### config.mk
export PLATFORM = sky130hd
export DESIGN_NAME = color_select_ctrl_flat
export DESIGN_NICKNAME = d
export VERILOG_FILES = /design/src/rtl/color_select_ctrl_if.sv /design/src/rtl/color_select_ctrl.sv /design/src/flat_wrapper.sv
export SDC_FILE = /design/constraint.sdc
export NUM_CORES = 1
export LEC_CHECK = 0
export ABC_AREA = 1
export CORE_ASPECT_RATIO = 0.9
export CORE_UTILIZATION = 50
export CTS_BUF_LIST = sky130_fd_sc_hd__clkbuf_16
export DETAILED_ROUTE_END_ITERATION = 8
export PLACE_DENSITY_LB_ADDON = 0.08
export SKIP_CTS_REPAIR_TIMING = 1
export SLEW_MARGIN = 20
export SYNTH_ARGS = -nofsm -noshare
export SYNTH_HDL_FRONTEND = slang
export SYNTH_SLANG_ARGS = --single-unit
### constraint.sdc
create_clock -name clk -period 3.83 [get_ports clk]
set_input_delay 0.383 -clock clk [delete_from_list [all_inputs] [get_ports clk]]
set_output_delay 0.383 -clock clk [all_outputs]
set_load 0.05 [all_outputs]
### src/rtl/color_select_ctrl_if.sv
// Board-side bundle for the color-select front end: raw user inputs
// travelling into the block and the decoded color lines leaving it.
interface color_select_ctrl_if;
  logic [7:0] sw;
  logic       btn_next;
  logic       auto_en;

  logic       Black;
  logic       Blue;
  logic       Green;
  logic       Cyan;
  logic       Red;
  logic       Magenta;
  logic       Yellow;
  logic       White;
  logic [2:0] color_code;
  logic       color_chg;
  logic       conflict;

  // Board / stimulus side: drives raw inputs, observes color lines.
  modport master (
    output sw, btn_next, auto_en,
    input  Black, Blue, Green, Cyan, Red, Magenta, Yellow, White,
    input  color_code, color_chg, conflict
  );

  // Controller side: consumes raw inputs, produces color lines.
  modport slave (
    input  sw, btn_next, auto_en,
    output Black, Blue, Green, Cyan, Red, Magenta, Yellow, White,
    output color_code, color_chg, conflict
  );
endinterface

### src/rtl/color_select_ctrl.sv
// Color-select front end: synchronizes and debounces the color switches,
// step button and auto-mode switch, then chooses the 3-bit color code
// (manual selection or timed auto-cycle) and drives a registered one-hot
// decode of it toward Top_Display.
module color_select_ctrl #(
  parameter int DEB_CYCLES  = 500000,
  parameter int CYCLE_TICKS = 840000,
  parameter int CNT_W       = 20
) (
  input  logic                clk,
  input  logic                reset,
  color_select_ctrl_if.slave  bus
);

  localparam int             NLINES    = 10;
  localparam logic [CNT_W-1:0] DEB_LAST  = CNT_W'(DEB_CYCLES - 1);
  localparam logic [CNT_W-1:0] TICK_LAST = CNT_W'(CYCLE_TICKS - 1);

  typedef enum logic {MANUAL = 1'b0, AUTO = 1'b1} state_t;

  // Raw lines packed as {auto_en, btn_next, sw[7:0]}.
  logic [NLINES-1:0] raw;
  assign raw = {bus.auto_en, bus.btn_next, bus.sw};

  // ---- Stage p0/p1: two-flop synchronizer --------------------------------
  logic [NLINES-1:0] sync_p0_d, sync_p0_q;
  logic [NLINES-1:0] sync_p1_d, sync_p1_q;

  // ---- Debounce: per-line stability counter and accepted level ----------
  logic [NLINES-1:0] db_d, db_q;
  logic [CNT_W-1:0]  deb_cnt_d [NLINES];
  logic [CNT_W-1:0]  deb_cnt_q [NLINES];

  // ---- Event detection: previous debounced switch/button ----------------
  logic [7:0] sw_db_prev_d, sw_db_prev_q;
  logic       btn_db_prev_d, btn_db_prev_q;

  // ---- Mode FSM and code selection --------------------------------------
  state_t           state_d, state_q;
  logic [2:0]       code_d, code_q;
  logic [CNT_W-1:0] tick_d, tick_q;

  // ---- Output registers -------------------------------------------------
  logic [7:0] onehot_d, onehot_q;
  logic       chg_d, chg_q;
  logic       conflict_d, conflict_q;

  // Debounced views and derived events.
  logic [7:0] sw_db;
  logic       btn_db;
  logic       auto_db;
  logic       sw_evt;
  logic       sw_valid_evt;
  logic       btn_evt;
  logic [2:0] sw_idx;

  assign sw_db   = db_q[7:0];
  assign btn_db  = db_q[8];
  assign auto_db = db_q[9];

  // Synchronizer chain: each raw line passes through two flops.
  always_comb begin
    sync_p0_d = raw;
    sync_p1_d = sync_p0_q;
  end

  // Debounce: accept a new level only after it has differed from the
  // accepted level for DEB_CYCLES consecutive samples.
  always_comb begin
    db_d = db_q;
    for (int i = 0; i < NLINES; i++) begin
      deb_cnt_d[i] = '0;
      if (sync_p1_q[i] != db_q[i]) begin
        if (deb_cnt_q[i] == DEB_LAST) begin
          db_d[i] = sync_p1_q[i];
        end else begin
          deb_cnt_d[i] = deb_cnt_q[i] + CNT_W'(1);
        end
      end
    end
  end

  // Event detection on debounced inputs, plus switch-index encode.
  always_comb begin
    sw_db_prev_d  = sw_db;
    btn_db_prev_d = btn_db;
    sw_evt        = (sw_db != sw_db_prev_q);
    sw_valid_evt  = sw_evt && $onehot(sw_db);
    btn_evt       = btn_db && !btn_db_prev_q;
    sw_idx        = 3'd0;
    for (int i = 0; i < 8; i++) begin
      if (sw_db[i]) sw_idx = 3'(i);
    end
  end

  // Mode FSM: next state, next color code and auto-cycle tick counter.
  always_comb begin
    state_d = state_q;
    code_d  = code_q;
    tick_d  = tick_q;
    case (state_q)
      MANUAL: begin
        tick_d = '0;
        // A valid switch selection takes priority over a step press.
        if (sw_valid_evt) begin
          code_d = sw_idx;
        end else if (btn_evt) begin
          code_d = code_q + 3'd1;
        end
        if (auto_db) state_d = AUTO;
      end
      AUTO: begin
        if (!auto_db) begin
          state_d = MANUAL;
          tick_d  = '0;
        end else if (btn_evt || (tick_q == TICK_LAST)) begin
          // Coincident press and terminal tick still step only once.
          code_d = code_q + 3'd1;
          tick_d = '0;
        end else begin
          tick_d = tick_q + CNT_W'(1);
        end
      end
      default: begin
        state_d = MANUAL;
        tick_d  = '0;
      end
    endcase
  end

  // Output decode: one-hot and change pulse come from the next code so
  // they land on the same edge as color_code itself.
  always_comb begin
    onehot_d   = 8'(1) << code_d;
    chg_d      = (code_d != code_q);
    conflict_d = ($countones(sw_db) > 1);
  end

  // Input pipeline registers: synchronizers, debounce state, event history.
  always_ff @(posedge clk) begin
    if (reset) begin
      sync_p0_q     <= '0;
      sync_p1_q     <= '0;
      db_q          <= '0;
      sw_db_prev_q  <= '0;
      btn_db_prev_q <= 1'b0;
      for (int i = 0; i < NLINES; i++) begin
        deb_cnt_q[i] <= '0;
      end
    end else begin
      sync_p0_q     <= sync_p0_d;
      sync_p1_q     <= sync_p1_d;
      db_q          <= db_d;
      sw_db_prev_q  <= sw_db_prev_d;
      btn_db_prev_q <= btn_db_prev_d;
      for (int i = 0; i < NLINES; i++) begin
        deb_cnt_q[i] <= deb_cnt_d[i];
      end
    end
  end

  // FSM state, color code and output registers.
  always_ff @(posedge clk) begin
    if (reset) begin
      state_q    <= MANUAL;
      code_q     <= 3'd0;
      tick_q     <= '0;
      onehot_q   <= 8'h01;
      chg_q      <= 1'b0;
      conflict_q <= 1'b0;
    end else begin
      state_q    <= state_d;
      code_q     <= code_d;
      tick_q     <= tick_d;
      onehot_q   <= onehot_d;
      chg_q      <= chg_d;
      conflict_q <= conflict_d;
    end
  end

  assign bus.Black      = onehot_q[0];
  assign bus.Blue       = onehot_q[1];
  assign bus.Green      = onehot_q[2];
  assign bus.Cyan       = onehot_q[3];
  assign bus.Red        = onehot_q[4];
  assign bus.Magenta    = onehot_q[5];
  assign bus.Yellow     = onehot_q[6];
  assign bus.White      = onehot_q[7];
  assign bus.color_code = code_q;
  assign bus.color_chg  = chg_q;
  assign bus.conflict   = conflict_q;

endmodule

### src/flat_wrapper.sv
// flat-port wrapper written by rule: the top's interface ports become plain ports
module color_select_ctrl_flat 
#(
  parameter int DEB_CYCLES  = 500000,
  parameter int CYCLE_TICKS = 840000,
  parameter int CNT_W       = 20
)
  (clk, reset, bus_sw, bus_btn_next, bus_auto_en, bus_Black, bus_Blue, bus_Green, bus_Cyan, bus_Red, bus_Magenta, bus_Yellow, bus_White, bus_color_code, bus_color_chg, bus_conflict);
  color_select_ctrl_if bus_i ();
  input  logic clk;
  input  logic reset;
  input wire logic [$bits(bus_i.sw)-1:0] bus_sw;
  input wire logic [$bits(bus_i.btn_next)-1:0] bus_btn_next;
  input wire logic [$bits(bus_i.auto_en)-1:0] bus_auto_en;
  output wire logic [$bits(bus_i.Black)-1:0] bus_Black;
  output wire logic [$bits(bus_i.Blue)-1:0] bus_Blue;
  output wire logic [$bits(bus_i.Green)-1:0] bus_Green;
  output wire logic [$bits(bus_i.Cyan)-1:0] bus_Cyan;
  output wire logic [$bits(bus_i.Red)-1:0] bus_Red;
  output wire logic [$bits(bus_i.Magenta)-1:0] bus_Magenta;
  output wire logic [$bits(bus_i.Yellow)-1:0] bus_Yellow;
  output wire logic [$bits(bus_i.White)-1:0] bus_White;
  output wire logic [$bits(bus_i.color_code)-1:0] bus_color_code;
  output wire logic [$bits(bus_i.color_chg)-1:0] bus_color_chg;
  output wire logic [$bits(bus_i.conflict)-1:0] bus_conflict;
  assign bus_i.sw = bus_sw;
  assign bus_i.btn_next = bus_btn_next;
  assign bus_i.auto_en = bus_auto_en;
  assign bus_Black = bus_i.Black;
  assign bus_Blue = bus_i.Blue;
  assign bus_Green = bus_i.Green;
  assign bus_Cyan = bus_i.Cyan;
  assign bus_Red = bus_i.Red;
  assign bus_Magenta = bus_i.Magenta;
  assign bus_Yellow = bus_i.Yellow;
  assign bus_White = bus_i.White;
  assign bus_color_code = bus_i.color_code;
  assign bus_color_chg = bus_i.color_chg;
  assign bus_conflict = bus_i.conflict;
  color_select_ctrl #(.DEB_CYCLES(DEB_CYCLES), .CYCLE_TICKS(CYCLE_TICKS), .CNT_W(CNT_W)) u_core (.clk(clk), .reset(reset), .bus(bus_i));
endmodule
==> metrics.md <==
| Metric | Value |
|---|---|
| Outcome | complete, no violations |
| Htree depth | 1 |
| Slew Limit Fails | 0 |
| Initial antenna violation count | 0 |
| Slowest cell delay on critical path | ~0.55 ns |
| Clock Path Buffers | 3 |
| Syn nets | 1688 |
| Crit path max fanout | 6 |
| Static leakage | ~5 nW |
| # fillers | around 2300 |
| Pwr per Cell Area | around 400 nW/µm² |
| WL final | 22900 µm |
| Cell Area, Synth | 12600 µm² |
| Core area | 24500 µm² |
| Seq/Total Area, Yosys | 43.2% |
| Net Sw Power | between 1 and 1.5 mW |
| CP max stage cell | fa_1 |
| DP Wirelength | around 17000 µm |
| Final Hold Viols | 0 |
| Endpoint type of the worst setup path | register |
| Slew headroom | between 40% and 50% |
| Clock network fraction of total power | between 40% and 50% |
| Most frequent CP cell | nand2_1 |
| # diodes | 0 |
| Congestion Overflow GR | 0 |
| Clk slew on worst S/H paths | approximately 0.060 ns |
| Design area | approximately 14000 µm² |
| Routability Congestion | 0.847 |
| DR vias | around 9900 |
| Gate power share | under 10% |
| R2R Path End | u_core.bus.color_chg |
| Worst R2R Start | u_core.db_q[7] |
| Avg Cell Area, Syn | ~7.6 µm² |
| Maximum VDD drop | 0.383 mV |
| Synth-to-layout area growth | 12.2% |
| Nets | approximately 1700 |
| CTS root buffer | clkbuf_16 |
| Dpl cell area | about 13000 µm² |
| Worst path arrival time | between 4 and 5 ns |
| First-pass GRT wire length | around 40000 µm |
| Die width | around 170 µm |
| Tmin final | between 3 and 4 ns |
| Share of layout cells above drive strength 1 | between 10 and 15% |
| Worst-margin pin slew | about 0.85 ns |
| Clock Sinks | around 270 |
| GR Util All Layers | 18.4% |
| Sequential fraction of design power | 50.8% |
| Vias in the first global route | slightly above 9000 |
| Max Cap Viol | 0 |
| Height of the die | 153 µm |
| Syn Inst Count | 1652 |
| First-pass DRT Iterations | 4 |
| Crit-path cells | ha_1, fa_1, inv_1, fa_1, inv_1, ha_1, inv_1, fa_1, nand2_1, nor3b_4, nand2_2, nand2_1, nand3_1, nand2_2, nand2_1, nand2_1, nand2_1, nor2_1, nor2_1 |
| Worst skew pair latency | between 0.5 and 0.6 ns |
| Synth Flop Type | dfxtp_1 |
| Worst setup path class | register to register |
| CP Buf/Inv Count | 3 |
| Die Area | between 20000 and 30000 µm² |
| Setup-violating endpoint count in the final report | 0 |
| Setup TNS | 0 ns |
| Syn. warnings | 0 |
| Tcrit/Tclk final | between 90 and 100% |
| Clk_skew | about 0.021 ns |
| Switching Share | between 20% and 30% |
| Residual DRC | 0 |
| Crit-path leading delay family | adder cells |
| Pint | 4.47 mW |
| PortBufs | 24 |
| #FFs+latches synth | between 200 and 300 |
| WP data required | 4.26 ns |
| Hold Crit Class | primary input to register |
| TritonCTS buffer count | 31 |
| FF-to-FF setup slack | between 0.2 and 0.25 ns |
| Final antenna-violating net count | 0 |
| Async SR Flop Fraction | 0% |
| R2R depth | 19 |
| Hold Path Depth | 2 |
| Num ports | 25 |
| Worst Min Path Start | reset |
| Wire per inst | between 10 and 15 µm |
| Post-synth EDFFs | 0 |
| CTS tree | built |
| DR vias/cell | 4.84 |
| Initial core utilization | around half |
| Unique masters post-synth | 47 |
| Peak Freq | roughly 280 MHz |
| WP depth | 19 |
| Largest net degree at the start of global routing | 29 |
| Worst Hold Path EP | u_core.btn_db_prev_q |
| Rows | 54 |
| Critical Path Source Type | register |
| First DRT Iteration DRCs | 420 |
-- metrics by stage --
step	std cells	hold slack, ns	power, mW	setup WS [ns]	util (%)
floorplan	1652	0.388	2.96	0.376	-
global placement	1994	0.391	2.99	0.157	53.9
detailed placement	1994	0.394	2.99	0.0901	53.9
CTS	2050	0.304	5.74	0.0712	57.7
global route	2051	0.328	5.86	-0.00385	57.8
finish	2051	0.325	5.63	0.238	57.8
-- sequential cells by signal (all words and copies together), names as in the netlist, 3 cells and up --
signal / count
u_core.bus.color_code: 3
u_core.db_q: 10
u_core.deb_cnt_q: 200
u_core.onehot_q: 8
u_core.sw_db_prev_q: 8
u_core.sync_p0_q: 10
u_core.sync_p1_q: 10
u_core.tick_q: 20
-- layer usage --
metal  up-vias  routed length [µm]  track usage, %
met2        95                9580            28.4
met3        38                 694            2.72
met5         -                   0               0
li1       5400                   -               -
met4         0                 520            4.59
met1      4397               12100            26.8
-- power groups by stage --
stage          Clock [mW]  Combinational [mW]  Sequential [mW]
6_report             2.71              0.0668             2.86
5_1_grt              2.93              0.0770             2.86
4_1_cts              2.81              0.0681             2.86
3_5_place_dp            0              0.0679             2.92
3_3_place_gp            0              0.0677             2.92
2_1_floorplan           0              0.0429             2.92
-- layout by cell type, fill, tap and decap left out, drive strengths merged --
master / Yosys / layout
nor2: 276 / 276
inv: 264 / 268
nor3b: 29 / 29
ha: 20 / 20
clkinvlp: 0 / 1
a211oi: 2 / 2
o21a: 8 / 8
a31o: 1 / 1
and3: 5 / 5
clkinv: 2 / 20
nand2: 246 / 246
o21ai: 50 / 50
clkbuf: 7 / 31
nor4b: 1 / 1
nor4: 32 / 32
bufinv: 0 / 2
a221oi: 1 / 1
xor2: 48 / 48
nand3: 85 / 85
a21oi: 98 / 98
a31oi: 8 / 8
nor3: 101 / 101
xnor2: 23 / 23
dfxtp: 273 / 273
nand3b: 3 / 3
or2: 8 / 8
o21bai: 2 / 2
clkdlybuf4s50: 0 / 23
fa: 4 / 4
buf: 14 / 5
nand4: 39 / 39
o211ai: 2 / 2
-- worst register-to-register path: stages (launching register included) --
cell	delay (ns)
dfxtp_1	0.37
ha_1	0.23
fa_1	0.55
inv_1	0.06
fa_1	0.46
inv_1	0.07
ha_1	0.13
inv_1	0.04
fa_1	0.48
nand2_1	0.10
nor3b_4	0.28
nand2_2	0.12
nand2_1	0.07
nand3_1	0.10
nand2_2	0.13
nand2_1	0.06
nand2_1	0.05
nand2_1	0.05
nor2_1	0.08
nor2_1	0.04
-- worst max path at each step --
stage,startpoint,to
detailed placement,u_core.db_q[4],u_core.bus.color_chg
floorplan,u_core.db_q[4],u_core.bus.color_chg
finish,u_core.db_q[7],u_core.bus.color_chg
global placement,u_core.db_q[4],u_core.bus.color_chg
global route,u_core.db_q[6],u_core.bus.color_chg
CTS,u_core.db_q[4],u_core.bus.color_chg
-- cell usage after synthesis, types with 3 or more instances --
| master | count | area (µm²) |
|---|---|---|
| and3_1 | 5 | 31.3 |
| nor4_1 | 21 | 131 |
| a31oi_1 | 8 | 50.1 |
| xnor2_1 | 23 | 201 |
| nor2_4 | 8 | 90.1 |
| nor3_4 | 6 | 97.6 |
| nand2_2 | 14 | 87.6 |
| nor4_2 | 6 | 75.1 |
| nor2_2 | 20 | 125 |
| inv_1 | 249 | 935 |
| o21a_1 | 8 | 60.1 |
| nand4_1 | 38 | 238 |
| buf_4 | 4 | 30.0 |
| nand3_1 | 69 | 345 |
| xor2_1 | 48 | 420 |
| o21ai_0 | 49 | 245 |
| inv_2 | 15 | 56.3 |
| or2_2 | 7 | 43.8 |
| fa_1 | 4 | 80.1 |
| a21oi_1 | 97 | 485 |
| clkbuf_1 | 7 | 26.3 |
| nand3b_1 | 3 | 22.5 |
| nor3_1 | 80 | 400 |
| nor3b_1 | 24 | 180 |
| ha_1 | 20 | 250 |
| dfxtp_1 | 273 | 5470 |
| nand3_2 | 14 | 140 |
| nor4_4 | 5 | 106 |
| nor2_1 | 248 | 931 |
| nor3_2 | 15 | 150 |
| nand2_1 | 231 | 867 |
| nor3b_2 | 5 | 62.6 |
| buf_2 | 9 | 45.0 |
-- cells by family (layout without fill, tap and decap cells) --
group / count (synthesis) / in the layout / share of synthesized area (%)
buf+inv: 287 / 350 / 8.73
simple gates: 825 / 825 / 33.2
fa+ha+maj: 24 / 24 / 2.61
compound gates: 172 / 172 / 7.26
flops: 273 / 273 / 43.2
xor+xnor: 71 / 71 / 4.92
-- cell type report --
type                    instances  area (µm²)  area share [%]
inverters                     266         998            7.04
well taps                     336         420            2.97
clock buffers                  31         776            5.47
repair buffers                 28         265            1.87
clock inverters                25         169            1.19
flip-flops and latches        273        5470            38.6
multi-input cells            1092        6080            42.9
No activity file was read; power rests on OpenSTA's default activity.
